### config.mk
export PLATFORM = sky130hd
export DESIGN_NAME = shift_reg_seq
export DESIGN_NICKNAME = d
export VERILOG_FILES = /design/src/rtl/shift_reg_seq.sv
export SDC_FILE = /design/constraint.sdc
export NUM_CORES = 1
export LEC_CHECK = 0
export ABC_AREA = 0
export BUFFER_PORTS_ARGS = -buffer_cell sky130_fd_sc_hd__buf_4
export CORE_AREA = 2 2 65 67
export CTS_BUF_LIST = sky130_fd_sc_hd__clkbuf_4 sky130_fd_sc_hd__clkbuf_8
export DETAILED_ROUTE_END_ITERATION = 6
export DIE_AREA = 0 0 67 69
export PLACE_DENSITY = 0.62
export SETUP_SLACK_MARGIN = 0.5
export SYNTH_ARGS = -nofsm -noshare
export SYNTH_HDL_FRONTEND = slang
export SYNTH_SLANG_ARGS = --single-unit
### constraint.sdc
create_clock -name clk -period 1.7 [get_ports clk]
set_clock_uncertainty 0.05 [all_clocks]
set_input_delay 0.51 -clock clk [delete_from_list [all_inputs] [get_ports clk]]
set_output_delay 0.51 -clock clk [all_outputs]
set_load 0.02 [all_outputs]
### src/rtl/shift_reg_seq.sv
// rtl/shift_reg_seq.sv - sequenced WIDTH-bit shift/rotate register with load and bit-reverse
module shift_reg_seq #(
   parameter int WIDTH = 8,
   parameter int AMT_W = 4
) (
   input  logic             clk,
   input  logic             reset,
   input  logic             start,
   input  logic [2:0]       mode,
   input  logic [AMT_W-1:0] amount,
   input  logic [WIDTH-1:0] data_in,
   input  logic             serial_in,
   input  logic             enable,
   output logic [WIDTH-1:0] data_out,
   output logic             serial_out,
   output logic             busy,
   output logic             done
);

   localparam logic [0:0] IDLE = 1'b0;
   localparam logic [0:0] BUSY = 1'b1;

   localparam logic [2:0] M_NOP  = 3'b000;
   localparam logic [2:0] M_SLL  = 3'b001;
   localparam logic [2:0] M_SRL  = 3'b010;
   localparam logic [2:0] M_SRA  = 3'b011;
   localparam logic [2:0] M_ROL  = 3'b100;
   localparam logic [2:0] M_ROR  = 3'b101;
   localparam logic [2:0] M_LOAD = 3'b110;
   localparam logic [2:0] M_REV  = 3'b111;

   logic [0:0]       state;
   logic [AMT_W-1:0] count;
   logic [2:0]       mode_q;
   logic [WIDTH-1:0] step_data;
   logic [WIDTH-1:0] rev_data;
   logic             step_out;

   assign busy = (state == BUSY);

   always_comb begin
      rev_data = '0;
      for (int i = 0; i < WIDTH; i++) begin
         rev_data[i] = data_out[WIDTH-1-i];
      end
   end

   // One single-bit step of the latched shift/rotate command.
   always_comb begin
      step_data = data_out;
      step_out  = serial_out;
      case (mode_q)
         M_SLL: begin
            step_data = {data_out[WIDTH-2:0], serial_in};
            step_out  = data_out[WIDTH-1];
         end
         M_SRL: begin
            step_data = {serial_in, data_out[WIDTH-1:1]};
            step_out  = data_out[0];
         end
         M_SRA: begin
            step_data = {data_out[WIDTH-1], data_out[WIDTH-1:1]};
            step_out  = data_out[0];
         end
         M_ROL: begin
            step_data = {data_out[WIDTH-2:0], data_out[WIDTH-1]};
            step_out  = data_out[WIDTH-1];
         end
         M_ROR: begin
            step_data = {data_out[0], data_out[WIDTH-1:1]};
            step_out  = data_out[0];
         end
         default: begin
            step_data = data_out;
            step_out  = serial_out;
         end
      endcase
   end

   always_ff @(posedge clk) begin
      if (reset) begin
         state      <= IDLE;
         count      <= '0;
         mode_q     <= M_NOP;
         data_out   <= '0;
         serial_out <= 1'b0;
         done       <= 1'b0;
      end else begin
         done <= 1'b0;
         if (state == IDLE) begin
            if (start) begin
               case (mode)
                  M_NOP:  done <= 1'b1;
                  M_LOAD: begin
                     data_out <= data_in;
                     done     <= 1'b1;
                  end
                  M_REV: begin
                     data_out <= rev_data;
                     done     <= 1'b1;
                  end
                  default: begin
                     // A zero-step shift completes immediately without touching data.
                     if (amount == '0) begin
                        done <= 1'b1;
                     end else begin
                        mode_q <= mode;
                        count  <= amount;
                        state  <= BUSY;
                     end
                  end
               endcase
            end
         end else if (enable) begin
            data_out   <= step_data;
            serial_out <= step_out;
            count      <= count - AMT_W'(1);
            if (count == AMT_W'(1)) begin
               state <= IDLE;
               done  <= 1'b1;
            end
         end
      end
   end

endmodule
==> results.json <==
{
  "status": "complete, no violations",
  "p_per_area_mw_per_mm2": 663,
  "first_pass_iters": 4,
  "grtUsageTotal": 0.173,
  "synth_edf_count": 0,
  "die_w_um": 67,
  "antenna_found_initial": 0,
  "power_mw": 1.37,
  "detail_route.vias_per_cell": 5.45,
  "rsz0062_at_grt": "true",
  "clk_latency_ps": 260,
  "hp-class": "reg2reg",
  "first_iter_violations": 96,
  "drv_cap": 0,
  "synth_top_area_share": 0.276,
  "placedCellCount": 249,
  "finalCritPeriodShare": 0.919,
  "wl_per_cell_um": 15.0,
  "core_mm2": 0.00391,
  "portBuffers": 30,
  "period_needed_ps": 1560,
  "synthTopCellsByCount": "18 x a21oi_1, 18 x dfxtp_1, 18 x nand2_1",
  "slowest_delay_ps": 570,
  "grt_pass1_vias": 1357,
  "areaGrowthSynthToFinish_pct": 57.9,
  "fmax_mhz": 640,
  "clock-sinks": 18,
  "synthMuxAreaShare": 0.0479,
  "worstSetupPathType": "reg2reg",
  "route.detailed.drc": 0,
  "initial_core_util": 0.333,
  "postRouteAntennaNets": 0,
  "clk_pin_slew_ps": 80,
  "die_h_um": 69,
  "ys_ff_latch": 18,
  "crit_fanout": 6,
  "synth_top_family_by_area": "compound AO/OA/AOI/OAI gates",
  "overflow": 0,
  "critPathBufInv": 1,
  "final_layout_size_suffix_gt1_frac": 0.507,
  "synthXorXnorAreaFrac": 0,
  "nets": 242,
  "start_kind": "register",
  "grt_pass1_wl_um": 6300,
  "root_buffer": "clkbuf_8",
  "diodes": 0,
  "numCtsBuffers": 3,
  "cts.path.max_buffers": 2,
  "yosys.area_share.adder": 0.0192,
  "cp.required_ps": 1800,
  "synth_flop_cell": "dfxtp_1",
  "setup_violations": 0,
  "dr_total_vias": 1467,
  "synth.avg_cell_area_um2": 7.96,
  "globalplace.congestion": 0.797,
  "power.leakage_nw": 0.841,
  "yosysWarnings": 0,
  "place_hpwl_um": 2710,
  "ios": 31,
  "num_rows": 23,
  "cts_hold_buf": 0,
  "tightest_slew_ps": 425,
  "syn_area_mm2": 0.00131,
  "die_area_mm2": 0.00462,
  "synthArstFlopShare": 0,
  "finalMaxSlewViolations": 0,
  "drt_wl_total_um": 4030,
  "critPathArrivalTime_ps": 1670,
  "yosys.area_share.simple": 0.265,
  "final_cells": 269,
  "vdd_ir_drop_max_mv": 0.244,
  "ys_top_cells_by_area": "dfxtp_1 28%, a21oi_1 6.9%, nand2_1 5.2%",
  "cts_tree": "done",
  "synth_compound_area_frac": 0.308,
  "h-tree-depth": 1,
  "ys_seq_area_frac": 0.276,
  "final.setup.tns_ps": 0,
  "cp_top_family": "simple AND/OR/NAND/NOR gates",
  "syn_nets": 186,
  "synthCells": 164,
  "n_fill_cell": 403,
  "slew_headroom": 0.713,
  "finalHoldViolCount": 0,
  "critPathCaptureType": "register",
  "slowest_stage": "or4b_4",
  "yosysTopAreaCell": "dfxtp_1",
  "crit_chain": "or4b_4 -> o211ai_4 -> clkbuf_16 -> a311o_1 -> a21oi_1",
  "grt_max_degree": 19,
  "yosysUniqueCellTypes": 47
}
-- where the power goes --
group | switching, mW | internal (mW)
logic | 0.232 | 0.272
clock network | 0.163 | 0.207
registers | 0.0373 | 0.456
total | 0.432 | 0.934
-- timing repair --
item / 4_1_cts / 5_1_grt
setup buffers: 9 / 6
resized for setup: 30 / 25
gates cloned: 0 / 1
pin swaps: 3 / 9
setup endpoints to repair: 29 / 29
-- worst min-delay path, stage by stage, from the launching register on --
cell and delay [ps]:
dfxtp_2 350, nand2_1 60, a21oi_1 50
-- worst paths after layout --
| check | end | startpoint | cells after the start | slack, ps |
|---|---|---|---|---|
| hold reg to reg | mode_q[0]$_SDFFE_PP0P_ | mode_q[0]$_SDFFE_PP0P_ | 2 | 450 |
| setup / recovery | data_out[5]$_SDFFE_PP0P_ | mode_q[2]$_SDFFE_PP0P_ | 5 | 140 |
| setup reg to reg | data_out[5]$_SDFFE_PP0P_ | mode_q[2]$_SDFFE_PP0P_ | 5 | 140 |
| hold / removal | mode_q[0]$_SDFFE_PP0P_ | mode_q[0]$_SDFFE_PP0P_ | 2 | 450 |
-- metal layers --
| layer | track usage | share of wire | up-vias |
|---|---|---|---|
| met5 | 0 | 0 | - |
| met4 | 0.0476 | 0.0094 | 0 |
| met3 | 0.0245 | 0.050 | 4 |
| met2 | 0.288 | 0.50 | 40 |
| met1 | 0.228 | 0.44 | 691 |
| li1 | - | - | 732 |
-- layout make-up --
class,count,area (um^2),share of cell area
clock buffers,4,55.1,0.0267
inverters,6,22.5,0.0109
multi-input cells,125,938,0.455
flip-flops and latches,18,397,0.192
well taps,50,62.6,0.0304
repair buffers,66,586,0.284
-- registers in the layout, indices dropped and copies added, names as in the netlist --
signal      count
data_out        8
count           4
mode_q          3
busy            1
done            1
serial_out      1
-- layout by cell type, fill, tap and decap left out, drive strengths merged, types with 2 or more instances in the layout --
master / n
a211oi: 7
a21oi: 18
a311o: 4
a311oi: 4
a31oi: 2
and4: 6
buf: 65
clkbuf: 5
dfxtp: 18
ha: 2
inv: 6
mux2: 2
mux2i: 4
nand2: 18
nand2b: 3
nand3: 9
nand3b: 2
nor2: 2
nor2b: 4
o211ai: 3
o21a: 2
o21ai: 12
-- cells by family after synthesis --
logic type | Yosys count
multiplexers | 6
buffers and inverters | 21
adder cells (fa/ha/maj) | 2
flip-flops | 18
AO/OA/AOI/OAI | 60
AND/OR/NAND/NOR | 57
-- stage by stage --
step	hold WS, ps	cell area [um^2]	worst slack (ps)	util
detailed placement	436	1700	-116	0.433
floorplan	406	1360	-38.3	-
finish	450	2060	137	0.527
global route	481	2060	105	0.527
global placement	442	1700	-104	0.433
CTS	449	1890	154	0.482
Power figures use the tool's default switching activity.
